**src/rtl/mm_pkg.sv**
```systemverilog
// rtl/mm_pkg.sv - shared constants and channel state type for the mutex merge
package mm_pkg;
   localparam int ARB_FIXED = 0;
   localparam int ARB_RR    = 1;

   typedef enum logic [1:0] {
      IDLE = 2'd0,
      PEND = 2'd1,
      INFL = 2'd2
   } ch_state_t;
endpackage

```
**src/rtl/sync_id_fifo.sv**
```systemverilog
// rtl/sync_id_fifo.sv - in-order channel-id FIFO recording downstream issue order
module sync_id_fifo #(
   parameter int DEPTH = 4,
   parameter int W     = 2,
   parameter int CW    = $clog2(DEPTH + 1)
) (
   input  logic          clk,
   input  logic          rst,
   input  logic          push,
   input  logic [W-1:0]  push_data,
   input  logic          pop,
   output logic [W-1:0]  head,
   output logic [CW-1:0] count
);
   localparam int PW = (DEPTH > 1) ? $clog2(DEPTH) : 1;

   logic [W-1:0]  mem [DEPTH];
   logic [PW-1:0] wr_ptr;
   logic [PW-1:0] rd_ptr;

   assign head = mem[rd_ptr];

   always_ff @(posedge clk) begin
      if (rst) begin
         wr_ptr <= '0;
         rd_ptr <= '0;
         count  <= '0;
         for (int i = 0; i < DEPTH; i++) mem[i] <= '0;
      end else begin
         if (push) begin
            mem[wr_ptr] <= push_data;
            wr_ptr      <= (wr_ptr == PW'(DEPTH - 1)) ? '0 : wr_ptr + 1'b1;
         end
         if (pop) rd_ptr <= (rd_ptr == PW'(DEPTH - 1)) ? '0 : rd_ptr + 1'b1;
         // Caller guarantees no push when full and no pop when empty.
         case ({push, pop})
            2'b10:   count <= count + 1'b1;
            2'b01:   count <= count - 1'b1;
            default: count <= count;
         endcase
      end
   end
endmodule

```
**src/rtl/sync_mutex_merge_n.sv**
```systemverilog
// rtl/sync_mutex_merge_n.sv - arbitrated N-channel drive/free merge onto one downstream handshake
module sync_mutex_merge_n
   import mm_pkg::*;
#(
   parameter int N_CH     = 4,
   parameter int DEPTH    = 4,
   parameter int ARB_MODE = 1,
   localparam int IDW     = (N_CH > 1) ? $clog2(N_CH) : 1,
   localparam int CW      = $clog2(DEPTH + 1)
) (
   input  logic            clk,
   input  logic            rst,
   input  logic [N_CH-1:0] i_drive,
   output logic [N_CH-1:0] o_free,
   output logic            o_driveNext,
   output logic [IDW-1:0]  o_grantId,
   input  logic            i_freeNext,
   output logic [CW-1:0]   o_inflight,
   output logic [N_CH-1:0] o_pending,
   output logic [N_CH-1:0] o_errDrive,
   output logic            o_errFree
);
   ch_state_t       st [N_CH];
   logic [N_CH-1:0] req;
   logic [IDW-1:0]  rr_ptr;
   logic [IDW-1:0]  grant_id;
   logic            grant_found;
   logic            issue;
   logic            pop;
   logic [IDW-1:0]  head;

   always_comb begin
      for (int k = 0; k < N_CH; k++) begin
         req[k]       = (st[k] == PEND) || ((st[k] == IDLE) && i_drive[k]);
         o_pending[k] = (st[k] == PEND);
      end
   end

   always_comb begin
      grant_found = 1'b0;
      grant_id    = '0;
      if (ARB_MODE == ARB_FIXED) begin
         for (int k = N_CH - 1; k >= 0; k--) begin
            if (req[k]) begin
               grant_found = 1'b1;
               grant_id    = IDW'(k);
            end
         end
      end else begin
         // Scan starts just after the last granted channel and wraps.
         for (int off = 1; off <= N_CH; off++) begin
            if (!grant_found && req[(int'(rr_ptr) + off) % N_CH]) begin
               grant_found = 1'b1;
               grant_id    = IDW'((int'(rr_ptr) + off) % N_CH);
            end
         end
      end
   end

   // Full blocks issue even if a pop happens in the same cycle.
   assign issue = grant_found && (o_inflight < CW'(DEPTH));
   assign pop   = i_freeNext && (o_inflight != '0);

   sync_id_fifo #(
      .DEPTH (DEPTH),
      .W     (IDW),
      .CW    (CW)
   ) u_fifo (
      .clk       (clk),
      .rst       (rst),
      .push      (issue),
      .push_data (grant_id),
      .pop       (pop),
      .head      (head),
      .count     (o_inflight)
   );

   always_ff @(posedge clk) begin
      if (rst) begin
         for (int k = 0; k < N_CH; k++) st[k] <= IDLE;
         o_free      <= '0;
         o_driveNext <= 1'b0;
         o_grantId   <= '0;
         o_errDrive  <= '0;
         o_errFree   <= 1'b0;
         rr_ptr      <= IDW'(N_CH - 1);
      end else begin
         o_free      <= '0;
         o_driveNext <= issue;
         for (int k = 0; k < N_CH; k++) begin
            case (st[k])
               IDLE: begin
                  if (issue && grant_id == IDW'(k)) st[k] <= INFL;
                  else if (i_drive[k])              st[k] <= PEND;
               end
               PEND: begin
                  if (i_drive[k]) o_errDrive[k] <= 1'b1;
                  if (issue && grant_id == IDW'(k)) st[k] <= INFL;
               end
               INFL: begin
                  if (i_drive[k]) o_errDrive[k] <= 1'b1;
                  if (pop && head == IDW'(k)) st[k] <= IDLE;
               end
               default: st[k] <= IDLE;
            endcase
         end
         if (issue) begin
            o_grantId <= grant_id;
            if (ARB_MODE != ARB_FIXED) rr_ptr <= grant_id;
         end
         if (pop) o_free[head] <= 1'b1;
         if (i_freeNext && !pop) o_errFree <= 1'b1;
      end
   end
endmodule
```
**config.mk**
```make
export PLATFORM = sky130hd
export DESIGN_NAME = sync_mutex_merge_n
export DESIGN_NICKNAME = d
export VERILOG_FILES = /design/src/rtl/mm_pkg.sv /design/src/rtl/sync_id_fifo.sv /design/src/rtl/sync_mutex_merge_n.sv
export SDC_FILE = /design/constraint.sdc
export NUM_CORES = 1
export LEC_CHECK = 0
export CORE_MARGIN = 2
export CORE_UTILIZATION = 60
export CTS_BUF_LIST = sky130_fd_sc_hd__clkbuf_8
export DETAILED_ROUTE_END_ITERATION = 10
export MAX_ROUTING_LAYER = met4
export PLACE_DENSITY = 0.85
export SKIP_CTS_REPAIR_TIMING = 1
export SLEW_MARGIN = 25
export SYNTH_ARGS = -nofsm -noshare
export SYNTH_HDL_FRONTEND = slang
export SYNTH_SLANG_ARGS = --single-unit
export TNS_END_PERCENT = 100
```
**constraint.sdc**
```tcl
create_clock -name clk -period 4.9 [get_ports clk]
set_input_delay 0.98 -clock clk [delete_from_list [all_inputs] [get_ports clk]]
set_output_delay 0.98 -clock clk [all_outputs]
set_load 0.02 [all_outputs]
```
== Word level (Yosys, flattened, before mapping) ==
Memory sizes are Yosys's and may differ from the RTL's. A register that Yosys moved wholly into a read port is not among the register bits.
Cells that the tools add are included.

* Mux-type cells: 131
* Add/sub/neg operators: 8
* Reduce and logical (&&, ||, !) cells: 53
* Equality and inequality tests: 18
* Magnitude comparators: 7
* Bitwise operators: 25

{| class="wikitable"
|+ Operators by type and width
! kind !! number
|-
| $mux W1 || 95
|-
| $mux W2 || 30
|-
| $eq A2 B2 Y1 const B || 11
|-
| $or A1 B1 Y1 || 20
|-
| $reduce_or A2 Y1 || 10
|-
| $logic_and A1 B1 Y1 || 19
|-
| $lt A3 B4 Y1 const B || 4
|-
| $eq A2 B1 Y1 const B || 7
|-
| $logic_not A2 Y1 || 6
|-
| $reduce_or A3 Y1 || 4
|-
| $add A2 B1 Y2 const B || 4
|-
| $bmux W1 S2 || 4
|-
| $reduce_and A2 Y1 || 4
|-
| $pmux W3 S2 || 1
|-
| $add A2 B2 Y2 const B || 2
|-
| $and A1 B1 Y1 const A || 4
|-
| $logic_not A1 Y1 || 4
|-
| $logic_or A1 B1 Y1 || 4
|-
| $add A3 B1 Y3 const B || 1
|-
| $lt A2 B3 Y1 const B || 1
|-
| $lt A3 B3 Y1 const B || 1
|-
| $reduce_bool A3 Y1 || 1
|-
| $sub A3 B1 Y3 const B || 1
|-
| $demux W1 S2 || 1
|-
| 3 further kinds || 3
|}

* Bits in writable memories: 16
* Logic and storage cells: 256
* Output and inout bits: 19
* Register bits after elaboration: 21
* Memories kept: 2
* Bits of input ports: 7

{| class="wikitable"
|+ Memories
! memory !! depth !! width !! read ports !! clocked after Yosys merged registers in !! write ports !! line !! RTL
|-
| st || 4 || 2 || 4 || 0 || 4 || sync_mutex_merge_n.sv:23 || <nowiki>ch_state_t st [N_CH];</nowiki>
|-
| u_fifo.mem || 4 || 2 || 1 || 1 || 4 || sync_id_fifo.sv:17 || <nowiki>logic [W-1:0] mem [DEPTH];</nowiki>
|}

== Logic depth before layout (Yosys ltp) ==
* Depth in word-level cells: 27
* Mapped depth: 14
* Depth with buffers taken out: 13

== By module ==
From an unflattened synthesis, not the netlist that was laid out.

* Cells, all modules: 220
* Area total of the unflattened synthesis: 2230.9 µm²

{| class="wikitable"
|+ By module, submodules not included
! module !! seq. area each (µm²) !! cells an instance !! times used !! area each (µm²)
|-
| sync_mutex_merge_n || 520.5 || 158 || 1 || 1491.4
|-
| sync_id_fifo || 420.4 || 62 || 1 || 739.5
|}

== Least setup slack after synthesis ==
Ideal clock, no wire load.

* Path kind: input to register
* From: input i_drive[3]
* To: register u_fifo.count[2]
* Cell stages on the path: 12
* Slack: 1736 ps
* Setup time: 71 ps
* Path buffers: 1
* Data required time: 4829 ps
* Arrival time: 3093 ps
* Cells stage by stage: a211oi_2 > nand2_1 > a22oi_1 > nor2_2 > inv_2 > buf_4 > ha_1 > inv_1 > fa_1 > xor2_1 > or3_1 > a21oi_1

* Cells in the longest elaborated chain, start to end: 18
* Elaborated cells between the ends (all ways): 29
* Those cells by class: eq/ne (2); mux (17); reduce/logical (10)

{| class="wikitable"
|+ Ends and longest elaborated chain
! what !! line !! RTL
|-
| start, declared || sync_mutex_merge_n.sv:13 || <nowiki>input logic [N_CH-1:0] i_drive,</nowiki>
|-
| $logic_and A1 B1 Y1 * || sync_mutex_merge_n.sv:34 || <nowiki>req[k] = (st[k] == PEND) || ((st[k] == IDLE) && i_drive[k]);</nowiki>
|-
| $logic_or A1 B1 Y1 * || sync_mutex_merge_n.sv:34 ||
|-
| $bmux W1 S2 || sync_mutex_merge_n.sv:52 || <nowiki>if (!grant_found && req[(int'(rr_ptr) + off) % N_CH]) begin</nowiki>
|-
| $mux W1 (not written as such) (2 in a row) || sync_mutex_merge_n.sv:52 ||
|-
| $mux W1 || sync_mutex_merge_n.sv:52 ||
|-
| $logic_not A1 Y1 || sync_mutex_merge_n.sv:52 ||
|-
| $logic_and A1 B1 Y1 || sync_mutex_merge_n.sv:52 ||
|-
| $mux W1 || sync_mutex_merge_n.sv:52 ||
|-
| $logic_not A1 Y1 || sync_mutex_merge_n.sv:52 ||
|-
| $logic_and A1 B1 Y1 || sync_mutex_merge_n.sv:52 ||
|-
| $mux W1 || sync_mutex_merge_n.sv:52 ||
|-
| $logic_not A1 Y1 || sync_mutex_merge_n.sv:52 ||
|-
| $logic_and A1 B1 Y1 || sync_mutex_merge_n.sv:52 ||
|-
| $mux W1 * || sync_mutex_merge_n.sv:52 ||
|-
| $logic_and A1 B1 Y1 * || sync_mutex_merge_n.sv:61 || <nowiki>assign issue = grant_found && (o_inflight < CW'(DEPTH));</nowiki>
|-
| $eq A2 B1 Y1 / $eq A2 B2 Y1 (equally long branches) || sync_id_fifo.sv:36 || <nowiki>case ({push, pop})</nowiki>
|-
| $pmux W3 S2 / $reduce_bool A2 Y1 (equally long branches) || n/a ||
|-
| end signal, assigned || sync_id_fifo.sv:37 || <nowiki>2'b10: count <= count + 1'b1;</nowiki>
|-
| end signal, assigned || sync_id_fifo.sv:38 || <nowiki>2'b01: count <= count - 1'b1;</nowiki>
|-
| end signal, assigned || sync_id_fifo.sv:39 || <nowiki>default: count <= count;</nowiki>
|-
| end, declared || sync_id_fifo.sv:13 || <nowiki>output logic [CW-1:0] count</nowiki>
|}

Mark *: on every way between the ends. The rest lies on a longest branch, timed or not. The select of a mux whose other input is x is not followed.
A chain may end at the register's enable or synchronous reset.

== Worst setup path after layout ==
Same ends and word-level chain as after synthesis.

==> impl_metrics.ini <==
[clock_network]
clock_sinks = 39
cts_tree = yes
clk_pin_slew_worst_paths_ps = 70
cts_root_buf = clkbuf_8
clk_path_buf_depth = 2
htreeDepth = 2
cts_buffers = 5
clk_latency_ps = 300

[drt]
drt_pass1_iterations = 4
viasPerCell = 5.656
post_drt_wl_per_cell_um = 14.61
vias = 1708
ant_nets = 0
wl_um = 4413
drc = 0
first_iter_violations = 118

[floorplan]
die_x_um = 65.29
dieArea_um2 = 4262
die_h_um = 65.29
boundaryPins = 26
core_um2 = 3633
initial_core_util_pct = 62.02
num_rows = 22

[sta]
post-route-period-util_pct = 73.27
relSlewSlack_pct = 62.86
hold_viol = 0
rsz0062_at_grt = false
fmaxAchievable_ghz = 0.2785
final.min_clock_period_ps = 3590
worst_pin_slew_ps = 553.7
setup_viol = 0
fin_setup_tns_ps = 0
finalClockSkew_ps = 5.952
maxSlewViolCount = 0

[pwr]
leakagePower_nw = 1.034
comb_power_share_pct = 54.6
seq_power_share_pct = 31.1
p_int_mw = 1.023
ir_worst_vdd_mv = 0.3866
switching_share_pct = 45.44
power.density_nw_per_um2 = 711.7
power.switching_mw = 0.8518
clockPowerShare_pct = 14.4
p_total_mw = 1.874

[synth]
synth_nets = 259
synth_area_um2 = 2253
synth_seq_area_share_pct = 41.75
async_flop_share_pct = 0
ys_types = 55
synth_cells = 228
synth_ff_type = dfxtp_1
syn_avg_cell_area_um2 = 9.883
synth_edf_count = 16
ys_ff_latch = 39
yosysWarningCount = 0

[placed_design]
gp_congestion = 0.8605
io_buffers = 25
dpl-instance-area_um2 = 2522
placedCellCount = 294
dp_hpwl_um = 3206

[critical_path]
path_buf_inv = 3
worstSetupStartpointType = primary input
worstSetupEndpointType = flop
crit_fanout = 12
crit_family = compound AO/OA/AOI/OAI gates
cpPeakStageDelay_ps = 470
startpoint = i_drive[3]
criticalPathCategory = primary input to flop
critPathArrivalTime_ps = 3820
critPathRequiredTime_ps = 5130
slowest_stage = clkdlybuf4s50_1
cp_cell_sequence = clkdlybuf4s50_1 > a211oi_2 > nand2_1 > a22oi_1 > nor2_2 > inv_2 > ha_1 > inv_1 > fa_1 > xor2_1 > or3_1 > a21oi_1
timing.rr.start = st[3][0]

[layout]
drive_gt1_share_pct = 11.81
utilization_pct = 72.49
layout_commonest_cell = nor2_1
syn_to_final_growth_pct = 16.88
antenna_cells = 0
layout.nets = 284
stdcell_area_um2 = 2634
final_cell_mix = nor2_1 (28), clkdlybuf4s50_1 (25), ha_1 (23), dfxtp_1 (23), nand2_1 (19)
final_cells = 302

[run]
cap_violations = 0

[grt]
antenna_found_initial = 0
grt-ovfl-total = 0
first_global_vias = 1589
grt_pass1_wl_um = 7369
grt_max_degree = 30
grt_util_all_layers_pct = 24.08

[hold_path]
hold_path.startpoint = o_grantId[1]
min_path_type = flop to flop

[status]
status = completed
## worst reg2reg max path, stage by stage, from the launching register on
cell and delay, ps:
edfxtp_1 420, inv_1 100, ha_1 250, a211oi_2 350
nand2_1 140, a22oi_1 240, nor2_2 120, inv_2 200
ha_1 230, inv_1 70, fa_1 370, xor2_1 160
or3_1 310, a21oi_1 140
## cell usage after synthesis (3+ instances only)
cell	n	area, um^2
inv_1	14	52.55
edfxtp_1	16	480.5
dfxtp_1	23	460.4
clkbuf_1	3	11.26
o21ai_0	6	30.03
nand2_1	19	71.32
or3_1	3	18.77
nor2_1	28	105.1
ha_1	23	287.8
o31ai_1	3	22.52
mux2i_1	4	40.04
nor3_1	12	60.06
nor4_2	3	37.54
a211oi_2	4	50.05
a21oi_1	17	85.08
## power by group through the flow
stage                     Clock, mW  Combinational (mW)  Sequential, mW
after detailed placement          0                1.01           0.589
after global placement            0               0.990           0.582
after floorplan                   0               0.765           0.591
after CTS                     0.276                1.02           0.582
after global routing          0.289                1.13           0.602
final                         0.269                1.02           0.582
## metrics by stage
stage / hold WS [ps] / setup slack [ps]
floorplan: 454.1 / 1736
global placement: 448.8 / 1158
detailed placement: 452.7 / 1059
CTS: 463.5 / 1346
global route: 486.4 / 1078
finish: 461.4 / 1310
## routing by layer
metal  vias to the layer above  global-route usage [%]  part of all wire, %
li1                        867                       -                    -
met1                       782                   30.04                   46
met2                        51                   37.50                   47
met3                         8                   5.993                  5.0
met4                         0                   10.16                  1.8
met5                         -                       -                    0
## cell families (layout without fill, tap and decap cells)
| family | after synthesis | after routing | share of synthesized area (%) |
|---|---|---|---|
| adder cells (fa/ha/maj) | 24 | 24 | 13.66 |
| buffers and inverters | 24 | 50 | 4.831 |
| AND/OR/NAND/NOR | 85 | 85 | 20.49 |
| AO/OA/AOI/OAI | 48 | 48 | 15.21 |
| multiplexers | 6 | 6 | 3.276 |
| flip-flops | 39 | 39 | 41.75 |
| XOR/XNOR | 2 | 2 | 0.7775 |
## layout make-up
class	instances	area [um^2]
Sequential cell	39	940.9
Clock inverter	3	42.54
Inverter	16	60.06
Tap cell	48	60.06
Fill cell	288	999.7
Clock buffer	5	68.82
Multi-Input combinational cell	165	1204
Timing Repair Buffer	26	257.7
## state kept, by name, summed over array words and instances, names as in the netlist, named ones only
name,flops
o_driveNext,1
o_errDrive,4
o_errFree,1
o_free,4
o_grantId,2
rr_ptr,2
st,8
u_fifo.count,3
u_fifo.mem,8
u_fifo.rd_ptr,2
u_fifo.wr_ptr,2
## path summary, 6_finish.rpt
path / endpoint / slack (ps) / cells after the start
min: o_grantId[1] / 460 / 2
max: u_fifo.count[2] / 1310 / 12
max reg2reg: u_fifo.count[2] / 1740 / 13
min reg2reg: o_grantId[1] / 460 / 2
Note: power is estimated with default switching activity, not from simulation.
==> RTL change, RTL diff (same flow settings) <==
Set the parameter `ARB_MODE` to 0 (it was 1).
--- a/src/rtl/sync_mutex_merge_n.sv
+++ b/src/rtl/sync_mutex_merge_n.sv
@@ -6,3 +6,3 @@
    parameter int DEPTH    = 4,
-   parameter int ARB_MODE = 1,
+   parameter int ARB_MODE = 0,
    localparam int IDW     = (N_CH > 1) ? $clog2(N_CH) : 1,
Check against the original RTL: not equivalent (Yosys sat finds a counterexample within 4 cycles, from zero or initial values and one cycle with rst high).
==> RTL change against the unedited design <==
- sequential cell count shrank 2
- wire length down 8.1%
- first-iteration DRC count decreased by 8.5%
- combinational power is 30% lower
- area after synthesis shrank 14%
- via count is 14% lower
- worst setup slack better by 0.17 ns
- power shrank 20%
- cell area down 11%
- global-route usage increased by 1.2 points
==> RTL change: results <==
{
  "grt_pass1_vias": 1433,
  "globalplace.congestion": 0.8659,
  "wl_met2_um": 2041,
  "worst_ep_arrival_time_ns": 3.64,
  "grt_pass1_wl_um": 6513,
  "leakagePower_nw": 0.9530,
  "synth_edf_count": 16,
  "synth_cells": 180,
  "peakVddDrop_mv": 0.4071,
  "synthTopCellsByArea": "edfxtp_1 (25%), dfxtp_1 (22%), ha_1 (12%)",
  "reg2reg_slack_ns": 1.97,
  "grt_max_degree": 36,
  "cts-root-buf": "clkbuf_8",
  "ys_warn_count": 0,
  "routed_via_density": 5.760,
  "wl_met3_um": 169,
  "worst_clock_skew_ns": 0.007595,
  "r2r_cells": 11,
  "drt_iter0_markers": 108,
  "crit_path_max_fanout": 8,
  "status": "completed",
  "tightest_slew_ns": 0.8225,
  "post_drt_wl_per_cell_um": 15.96,
  "hold_start": "o_errDrive[0]$_SDFFE_PP0P_",
  "grt_usage_pct": 25.32,
  "hold_end": "o_errDrive[0]$_SDFFE_PP0P_",
  "top_layer": "met4",
  "r2r_start": "st[2][1]$_SDFFCE_PP0P_",
  "fin_nets": 236,
  "startpoint": "i_drive[2]",
  "dpl.hpwl_um": 2870,
  "synth_cell_types": 42,
  "cp_slowest_cell": "a21oi_1",
  "n_antenna_cell": 0,
  "instances_no_fill": 254,
  "yosysSeqAreaShare_pct": 46.75,
  "wl_met1_um": 1722,
  "netlist_top_cells_count": "dfxtp_1 (21), inv_1 (20), ha_1 (19)",
  "syn_nets": 207,
  "layout-drive-gt1-share_pct": 10.00
}
RTL change: kinds of logic after synthesis:
kind of cell,after synthesis,share of synthesized area (%)
AOI/OAI and AO/OA,36,14.09
DFF,37,46.75
adders and majority gates,20,13.38
xor gates and xnor gates,2,0.9093
muxes,4,3.441
buffers and inverters,24,4.740
and+or+nand+nor,57,16.69
RTL change: final cells by class:
type / count / area (µm²)
multi-input combinational: 119 / 934.6
sequential: 37 / 900.9
timing repair buffer: 26 / 257.7
inverter: 20 / 75.07
fill: 228 / 719.4
clock inverter: 3 / 41.29
tap: 44 / 55.05
clock buffer: 5 / 68.82
RTL change: layer usage:
layer  GRT usage (%)  vias to the layer above
li1                -                      716
met1           29.29                      689
met2           41.17                       44
met3           5.757                       14
met4           12.73                        0
met5               -                        -
RTL change: per-stage QoR:
stage / cell area, µm² / worst slack (ns) / hold slack [ns] / power, W
3_5_place_dp: 2223 / 1.215 / 0.4552 / 0.001225
4_1_cts: 2333 / 1.493 / 0.4789 / 0.001496
3_3_place_gp: 2223 / 1.376 / 0.4498 / 0.001183
5_1_grt: 2333 / 1.243 / 0.5007 / 0.001593
6_report: 2333 / 1.483 / 0.4733 / 0.001497
2_1_floorplan: 1927 / 1.989 / 0.4541 / 0.0009949
RTL change: power by group:
group          internal [W]  switching, W
clock network      0.000150      0.000112
logic              0.000299      0.000412
registers          0.000442     0.0000825
total              0.000891      0.000606
RTL change: critical path: cells and delay by family:
family                   cells  cell delay, ns
XOR/XNOR                     1            0.16
adder cells (fa/ha/maj)      2            0.57
AND/OR/NAND/NOR              1            0.30
buffers and inverters        3            0.65
AO/OA/AOI/OAI                3            0.97
